### config.mk
export PLATFORM = sky130hd
export DESIGN_NAME = cmp_unit_pipe
export DESIGN_NICKNAME = d
export VERILOG_FILES = /design/src/rtl/cmp_unit_pipe.sv
export SDC_FILE = /design/constraint.sdc
export NUM_CORES = 1
export LEC_CHECK = 0
export ABC_CLOCK_PERIOD_IN_PS = 9000
export CAP_MARGIN = 10
export CORE_MARGIN = 4
export CORE_UTILIZATION = 55
export CTS_CLUSTER_SIZE = 10
export DETAILED_ROUTE_END_ITERATION = 6
export PLACE_DENSITY = 0.83
export SKIP_CTS_REPAIR_TIMING = 1
export SYNTH_ARGS = -nofsm -noshare
export SYNTH_HDL_FRONTEND = slang
export SYNTH_SLANG_ARGS = --single-unit
### constraint.sdc
create_clock -name CLK -period 9 [get_ports CLK]
set_clock_uncertainty 0.2 [all_clocks]
set_input_delay 1.8 -clock CLK [delete_from_list [all_inputs] [get_ports CLK]]
set_output_delay 1.8 -clock CLK [all_outputs]
set_load 0.03 [all_outputs]
### src/rtl/cmp_unit_pipe.sv
// Pipelined signed/unsigned compare unit with eight compare/select functions.
// Two register stages with valid/ready backpressure and a saturating true-result counter.
module cmp_unit_pipe #(
   parameter int DATA_WIDTH = 16,
   parameter int OUT_WIDTH  = 16,
   parameter int CNT_WIDTH  = 8
) (
   input  logic                  CLK,
   input  logic                  RST,
   input  logic [DATA_WIDTH-1:0] A,
   input  logic [DATA_WIDTH-1:0] B,
   input  logic [2:0]            ALU_FUN,
   input  logic                  SIGNED_MODE,
   input  logic                  IN_VALID,
   output logic                  IN_READY,
   output logic                  OUT_VALID,
   input  logic                  OUT_READY,
   output logic [OUT_WIDTH-1:0]  CMP_OUT,
   output logic                  CMP_Flag,
   input  logic                  CNT_CLR,
   output logic [CNT_WIDTH-1:0]  MATCH_CNT
);

   localparam logic [2:0] FUN_NOP = 3'd0;
   localparam logic [2:0] FUN_EQ  = 3'd1;
   localparam logic [2:0] FUN_GT  = 3'd2;
   localparam logic [2:0] FUN_LT  = 3'd3;
   localparam logic [2:0] FUN_GE  = 3'd4;
   localparam logic [2:0] FUN_LE  = 3'd5;
   localparam logic [2:0] FUN_MIN = 3'd6;
   localparam logic [2:0] FUN_MAX = 3'd7;

   logic                  s1_valid_q;
   logic [DATA_WIDTH-1:0] s1_a_q, s1_b_q;
   logic [2:0]            s1_fun_q;
   logic                  s1_sgn_q;

   logic                  out_valid_q;
   logic [OUT_WIDTH-1:0]  cmp_out_q;
   logic                  flag_q;
   logic [CNT_WIDTH-1:0]  cnt_q, cnt_d;

   logic                  s1_load, s2_load;
   logic                  eq, lt;
   logic [DATA_WIDTH-1:0] sel;
   logic [OUT_WIDTH-1:0]  res_d;
   logic                  flag_d;

   assign s2_load  = !out_valid_q || OUT_READY;
   assign s1_load  = !s1_valid_q || s2_load;
   assign IN_READY = s1_load;

   // One extra top bit carries the sign in signed mode, zero in unsigned mode.
   assign eq = (s1_a_q == s1_b_q);
   assign lt = $signed({s1_sgn_q & s1_a_q[DATA_WIDTH-1], s1_a_q}) <
               $signed({s1_sgn_q & s1_b_q[DATA_WIDTH-1], s1_b_q});

   always_comb begin
      res_d  = '0;
      flag_d = 1'b0;
      sel    = s1_a_q;
      case (s1_fun_q)
         FUN_NOP: flag_d = 1'b0;
         FUN_EQ:  flag_d = eq;
         FUN_GT:  flag_d = !lt && !eq;
         FUN_LT:  flag_d = lt;
         FUN_GE:  flag_d = !lt;
         FUN_LE:  flag_d = lt || eq;
         FUN_MIN: flag_d = lt || eq;
         FUN_MAX: flag_d = !lt;
         default: flag_d = 1'b0;
      endcase
      if (s1_fun_q == FUN_MIN || s1_fun_q == FUN_MAX) begin
         sel = flag_d ? s1_a_q : s1_b_q;
         if (s1_sgn_q) res_d = OUT_WIDTH'($signed(sel));
         else          res_d = OUT_WIDTH'(sel);
      end else if (flag_d) begin
         res_d = OUT_WIDTH'(s1_fun_q);
      end
   end

   always_ff @(posedge CLK or negedge RST) begin
      if (!RST) begin
         s1_valid_q <= 1'b0;
         s1_a_q     <= '0;
         s1_b_q     <= '0;
         s1_fun_q   <= FUN_NOP;
         s1_sgn_q   <= 1'b0;
      end else if (s1_load) begin
         s1_valid_q <= IN_VALID;
         if (IN_VALID) begin
            s1_a_q   <= A;
            s1_b_q   <= B;
            s1_fun_q <= ALU_FUN;
            s1_sgn_q <= SIGNED_MODE;
         end
      end
   end

   always_ff @(posedge CLK or negedge RST) begin
      if (!RST) begin
         out_valid_q <= 1'b0;
         cmp_out_q   <= '0;
         flag_q      <= 1'b0;
      end else if (s2_load) begin
         out_valid_q <= s1_valid_q;
         if (s1_valid_q) begin
            cmp_out_q <= res_d;
            flag_q    <= flag_d;
         end
      end
   end

   // Clear wins over a same-cycle increment; increment saturates at all-ones.
   always_comb begin
      cnt_d = cnt_q;
      if (CNT_CLR)
         cnt_d = '0;
      else if (out_valid_q && OUT_READY && flag_q && (cnt_q != {CNT_WIDTH{1'b1}}))
         cnt_d = cnt_q + 1'b1;
   end

   always_ff @(posedge CLK or negedge RST) begin
      if (!RST) cnt_q <= '0;
      else      cnt_q <= cnt_d;
   end

   assign OUT_VALID = out_valid_q;
   assign CMP_OUT   = cmp_out_q;
   assign CMP_Flag  = flag_q;
   assign MATCH_CNT = cnt_q;

endmodule

Yosys cells after proc, flatten, opt, wreduce, memory -nomap -nowiden
Index checks and enable logic that the tools add are counted.
- $add $sub $neg: 1
- equality and inequality tests: 9
- multiplexer cells: 6
- reductions and logical operators: 18
- order comparisons: 1
- bitwise gates (word level): 2
- operators with widths (cell ; count):
    16-bit two-way mux ; 2
    17-bit < comparator ; 1
    16-bit equality test ; 1
    8-bit two-way mux ; 2
    3-bit equality test, second input constant ; 4
    8-bit by 1-bit adder with 8-bit output, second input constant ; 1
    8-bit inequality test, second input constant ; 1
    3-bit by 2-bit equality test with 1-bit output, second input constant ; 2
    1-bit case mux with 6 select lines ; 1
    1-bit logical AND ; 4
    1-bit zero test ; 4
    1-bit logical OR ; 4
    2-bit AND reduction ; 2
    2-bit OR reduction ; 2
    3-bit by 1-bit equality test with 1-bit output, second input constant ; 1
    3-bit zero test ; 1
    3-bit two-way mux ; 1
    1-bit AND ; 2
    2-bit nonzero test ; 1
- word-level logic and storage cells: 46
- bits in registers: 63

Longest topological paths before layout
Gate-level depths: netlist of the first run.
- depth in word-level cells: 7
- gate-level depth with buffers: 13
- gate-level depth less buffers: 11

Worst setup path before layout of the first run
Ideal clock, no wire load.
- path kind: input -> output
- start point: in OUT_READY
- end point: out IN_READY
- slack: 4848 ps
- arrival time: 2152 ps
- stages: 1
- data required time: 7000 ps
- cells stage by stage: nand3b_1
- word-level cells in the longest chain between the ends: 2
- RTL lines (what ; RTL line ; text):
    start: declaration ; 17 ; input logic OUT_READY,
    1-bit logical OR ; 49 ; assign s2_load = !out_valid_q || OUT_READY;
    1-bit logical OR ; 50 ; assign s1_load = !s1_valid_q || s2_load;
    end: declaration ; 15 ; output logic IN_READY,
No other way between the ends.

Final worst setup path of the first run
Ends and elaborated chain as after synthesis.

==> key figures, run 1 <==
Final layout
  – Layout cells sized above 1: roughly 17%
  – Final #Nets: between 400 and 500
  – Area Growth Syn to Fin: 28.82%
  – Antenna cell count: 0
  – Fin area: 4060 µm²

Setup path
  – Crit path DAT: 3120 ps
  – Reg-to-Reg Start: s1_a_q[4]$_DFFE_PN0P_
  – CP Class: in -> out
  – Critical Path Source: OUT_READY
  – Worst Setup End Kind: primary output
  – Maximum fanout along the worst path: 3
  – Critical path buffer and inverter count: 2
  – CP max stage cell: clkdlybuf4s50_1
  – Critical path cell sequence: clkdlybuf4s50_1 > nand3b_1 > clkdlybuf4s50_1
  – Most common cell on crit path: clkdlybuf4s50_1
  – Startpoint Class: input port
  – CP delay by family, top: buffers and inverters
  – CP peak stage delay: 680 ps
  – Worst Path Required: 7000 ps

Run status
  – Outcome: complete, no violations

Die
  – Ports: 68
  – Core Area: about 5500 µm²
  – Die area: 7006 µm²
  – Width of the die: 83.70 µm
  – Die Y: 83.70 µm
  – Initial Utilization: 56.89%
  – Row count: 27

STA
  – Final setup fails: 0
  – Final min period: 5115 ps
  – Setup TNS: 0 ps
  – Worst-Margin Slew: 1095 ps
  – Unrepaired setup endpoints after global routing: false
  – Period utilisation layout: a little under three fifths
  – Pins Over Slew Limit: 0
  – Slew HR: 27.01%
  – Maximum clock rate: roughly 200 MHz
  – Fin Hold WS: 284.2 ps
  – Fin. Hold Viols: 0

Placement
  – Port Buf Inserts: 67
  – HPWL Detailed: 4.379 mm
  – DP Area: about 3900 µm²
  – Routability Congestion: approximately 0.79

Clock tree
  – Worst-skew pair later-pin latency: ~330 ps
  – TritonCTS clock tree: done
  – Total CTS buffers: 9
  – Clock Path Buffers: 2
  – Clk sinks: 63
  – Clock Tree Root: clkbuf_8
  – CTS HTree Levels: 3
  – Reg clk slew, reported paths: 60 ps

Detailed routing
  – Final ANT Viol Nets: 0
  – Post-route DRC violation count: 0
  – Final wirelength: 6.298 mm
  – Wirelength per Cell: approximately 15 µm
  – Iteration-0 DRC Markers: 95
  – First-pass DRT Iterations: 4
  – Vias per cell: 5.292
  – Via count: 2265

Synth
  – Avg Inst Size Synth: 11.18 µm²
  – Post-Synthesis Net Count: 340
  – Yosys Warn Count: 0
  – #FFs+latches synth: 63
  – Post-synthesis sequential area ratio: 50.02%
  – Synth area leader: dfrtp_1
  – Synth top area share: 50.02%
  – Top cells by area, synth: dfrtp_1, mux2_2, ha_1
  – Netlist cell types: 40
  – Post-Syn Area: 3152 µm²
  – Cells after Synth: 282

Pwr
  – Peak VDD IR: 0.1404 mV
  – P per Cell Area: 215.5 nW/µm²
  – Pleak: 0.001853 µW

Global routing
  – Largest net degree at the start of global routing: 64
  – GR Overflow Total: 0
  – Total Routing Usage GR: about a fifth
  – Initial antenna violation count: 0
  – First-pass GRT wire length: 10.70 mm
  – Vias in the first global route: 2296

Worst hold path
  – Worst min path class: reg -> reg
  – Worst Min Path Start: CMP_OUT[13]$_DFFE_PN0P_

Job
  – Max cap viols: 0
-- worst min-delay path, cell delays in order, from the launching register on --
cell     delay (ps)
dfrtp_1         340
nand2_1          50
o21ai_0          60
-- power by group --
group	leakage (µW)	switching [µW]	internal (µW)	total (µW)
registers	0.000780	35.5	327	362
clock network	0.000105	103	129	232
logic	0.000968	145	136	281
total	0.00185	283	591	875
-- layout by cell type, fill, tap and decap left out, types with 9 or more instances in the layout --
master           netlist  layout
a21oi_1                9       9
nand2_1               33      33
nor2_1                11      11
o21ai_0               17      17
ha_1                  17      17
clkdlybuf4s50_1        0      66
inv_1                 16      16
mux2i_1               14      14
dfrtp_1               63      63
clkbuf_8               0      13
mux2_2                36      36
-- cell type report --
type / count / area [µm²]
fill: 410 / 1480
timing repair buffer: 69 / 680.7
sequential: 63 / 1577
inverter: 16 / 60.06
multi-input combinational: 192 / 1459
tap: 72 / 90.09
clock buffer: 13 / 178.9
clock inverter: 3 / 15.01
-- cells by family (layout without fill, tap and decap cells) --
logic type	Yosys count	in the layout	synth area share, %
muxes	50	50	17.31
AOI/OAI and AO/OA	44	44	9.051
xor gates and xnor gates	6	6	1.667
buffers and inverters	27	101	3.692
adders and majority gates	17	17	6.749
and+or+nand+nor	75	75	11.51
DFF	63	63	50.02
-- worst paths after layout --
check | to | slack, ps | cells after the start
setup / recovery | IN_READY | 3880 | 3
hold reg to reg | CMP_OUT[13]$_DFFE_PN0P_ | 280 | 2
setup reg to reg | CMP_OUT[7]$_DFFE_PN0P_ | 5390 | 10
hold / removal | CMP_OUT[13]$_DFFE_PN0P_ | 280 | 2
max in group asynchronous | s1_b_q[2]$_DFFE_PN0P_ | 6660 | 2
min in group asynchronous | CMP_OUT[4]$_DFFE_PN0P_ | 1410 | 2
-- registers in the layout, summed over array words and instances, names as in the netlist --
register    flops
CMP_Flag        1
CMP_OUT        16
MATCH_CNT       8
OUT_VALID       1
s1_a_q         16
s1_b_q         16
s1_fun_q        3
s1_sgn_q        1
s1_valid_q      1
-- through the flow --
stage                     instances  utilization, %  total power [µW]  setup WS [ps]
final                           428           73.28             874.9           3885
after global routing            428           73.28             930.7           3828
after CTS                       428           73.28             883.2           3875
after detailed placement        412           69.78             648.3           3881
after global placement          412           69.78             639.9           3898
after floorplan                 282               -             555.1           4848
-- cells in the mapped netlist, drive strengths merged --
cell type,n
a221o,1
dfrtp,63
mux2,36
o31a,1
a31oi,1
a211oi,1
a21o,2
or2,1
a2111oi,1
o211a,2
and3b,1
nand2b,5
nand2,33
and2,1
o31ai,3
nand4,6
and4,1
o21ai,18
xor2,5
nor2,11
and3,6
a2111o,1
o2111a,1
nor3,2
nand3b,2
nor2b,1
nand3,3
or3,2
o22ai,1
clkbuf,7
a21oi,11
xnor2,1
buf,4
mux2i,14
inv,16
ha,17
-- per-layer routing --
| metal | vias up | global-route usage, % | share of wire (%) |
|---|---|---|---|
| li1 | 1135 | - | - |
| met1 | 1072 | 24.04 | 44 |
| met2 | 54 | 31.89 | 50 |
| met3 | 4 | 6.318 | 5.6 |
| met4 | 0 | 5.994 | 0.49 |
| met5 | - | 0 | 0 |
(Power assumes the default switching activity.)
==> inputs of run 2 (changes only) <==
- ABC_CLOCK_PERIOD_IN_PS: 9000 -> 4600
- CORE_UTILIZATION: 55 -> 46
- PLACE_DENSITY: 0.83 -> 0.73
- clock period: 9 -> 4.6 ns (I/O delays scaled with it)
==> key figures, run 2 (synthesized netlist as in run 1, its figures left out) <==
Final layout
  – Commonest non-fill, non-tap cell in the layout: clkdlybuf4s50_1
  – Fillcell total: 529
  – Fin area: 4124 µm²
  – Most frequent cells in the layout: clkdlybuf4s50_1, dfrtp_1, mux2_2, nand2_1
  – Area Growth Syn to Fin: 30.85%
  – Final #Nets: 410
  – Antenna cell count: 0
  – Post-layout util: 63.49%
  – Layout cells sized above 1: between 10% and 20%

Setup path
  – CP peak stage delay: 450 ps
  – CP Class: reg -> reg
  – Critical path cell sequence: ha_1 > a21oi_1 > o21ai_1 > a2111o_1 > a21oi_2 > or2_4 > mux2i_1 > and3_1 > buf_4 > mux2i_1 > o21ai_0
  – Maximum fanout along the worst path: 11
  – Most common cell on crit path: mux2i_1
  – FF-to-FF setup slack: 1170 ps
  – CP max stage cell: and3_1
  – R2R depth: 11
  – Critical Path Source: s1_a_q[2]$_DFFE_PN0P_
  – Worst path depth: 11
  – Critical path buffer and inverter count: 1
  – FF-to-FF End: CMP_OUT[13]$_DFFE_PN0P_
  – Reg-to-Reg Start: s1_a_q[2]$_DFFE_PN0P_
  – Worst Path Required: 4590 ps
  – Startpoint Class: register
  – CP delay by family, top: compound AO/OA/AOI/OAI gates
  – Worst Setup End Kind: register
  – Crit path DAT: 3420 ps
  – Worst Setup EP: CMP_OUT[13]$_DFFE_PN0P_

STA
  – Fin worst setup slack: roughly 1200 ps
  – Pins Over Slew Limit: 0
  – Setup TNS: 0 ps
  – Maximum clock rate: 291.8 MHz
  – Fin. Hold Viols: 0
  – Unrepaired setup endpoints after global routing: false
  – Final setup fails: 0
  – Slew HR: around half
  – Period utilisation layout: around three quarters
  – Final min period: ~3400 ps
  – Worst-Margin Slew: 760.9 ps

Placement
  – Worst slack at placement: 1241 ps
  – Port Buf Inserts: 67
  – Routability Congestion: 0.7664
  – HPWL Detailed: 4.670 mm
  – DP Area: between 3000 and 4000 µm²

Detailed routing
  – Final ANT Viol Nets: 0
  – Via count: 2338
  – Iteration-0 DRC Markers: between 40 and 50
  – Vias per cell: 5.387
  – First-pass DRT Iterations: 4
  – Wirelength per Cell: 15.38 µm
  – Final wirelength: 6.674 mm
  – Post-route DRC violation count: 0

Global routing
  – First-pass GRT wire length: 11.25 mm
  – Initial antenna violation count: 0
  – Total Routing Usage GR: about 17%
  – Vias in the first global route: 2475
  – GR Overflow Total: 0
  – Largest net degree at the start of global routing: 37

Worst hold path
  – Worst min path class: reg -> reg
  – Hold depth: 2

Clock tree
  – Clk sinks: 63
  – Clock Tree Root: clkbuf_8
  – Clock Path Buffers: 2
  – Total CTS buffers: 9
  – CTS HTree Levels: 3
  – TritonCTS clock tree: done
  – Worst-skew pair later-pin latency: 340 ps
  – Reg clk slew, reported paths: roughly 70 ps

Die
  – Die Y: 90.78 µm
  – Row count: 29
  – Ports: just under 70
  – Width of the die: between 90 and 100 µm
  – Die area: about 8200 µm²
  – Core Area: 6495 µm²
  – Initial Utilization: slightly below 50%

Job
  – Max cap viols: 0

Run status
  – Outcome: complete, no violations

Pwr
  – Peak VDD IR: between 0.2 and 0.3 mV
  – Total power: 1847 µW
  – Pleak: between 0.0015 and 0.002 µW
  – P per Cell Area: 447.9 nW/µm²
==> run 2: final cells by class <==
| type | instances | area, µm² | share of cell area [%] |
|---|---|---|---|
| timing repair buffer | 70 | 688.2 | 16.69 |
| sequential | 63 | 1577 | 38.23 |
| tap | 77 | 96.34 | 2.336 |
| clock buffer | 9 | 123.9 | 3.004 |
| multi-input combinational | 192 | 1459 | 35.38 |
| clock inverter | 7 | 120.1 | 2.913 |
| inverter | 16 | 60.06 | 1.456 |
==> run 2: worst min-delay path: stages (launching register included) <==
cell	delay, ps
dfrtp_1	350
nand2_1	50
o31ai_1	50
==> run 2: through the flow <==
step           cells  hold WS (ps)
5_1_grt          434         317.7
4_1_cts          434         292.6
3_5_place_dp     418         276.1
3_3_place_gp     418         271.4
2_1_floorplan    282         271.1
6_report         434         283.1
==> run 2: worst min path at each step <==
stage	from	endpoint	slack (ps)
floorplan	s1_valid_q$_DFFE_PN0N_	OUT_VALID$_DFFE_PN0P_	270
global placement	CMP_OUT[5]$_DFFE_PN0P_	CMP_OUT[5]$_DFFE_PN0P_	270
detailed placement	CMP_OUT[5]$_DFFE_PN0P_	CMP_OUT[5]$_DFFE_PN0P_	280
CTS	CMP_OUT[2]$_DFFE_PN0P_	CMP_OUT[2]$_DFFE_PN0P_	290
global route	CMP_OUT[14]$_DFFE_PN0P_	CMP_OUT[14]$_DFFE_PN0P_	320
finish	CMP_OUT[2]$_DFFE_PN0P_	CMP_OUT[2]$_DFFE_PN0P_	280
==> run 2: layer usage <==
| metal | GRT usage (%) | up-vias | share of wire, % |
|---|---|---|---|
| li1 | - | 1142 | - |
| met1 | 21.08 | 1132 | 46 |
| met2 | 27.98 | 52 | 47 |
| met3 | 4.167 | 12 | 4.8 |
| met4 | 8.291 | 0 | 1.5 |
| met5 | 0 | - | 0 |
==> run 2: where the power goes <==
part           internal, µW  switching [µW]  leakage (µW)
Combinational           268             284      0.000973
Sequential              639            71.4      0.000780
Clock                   362             222      0.000120
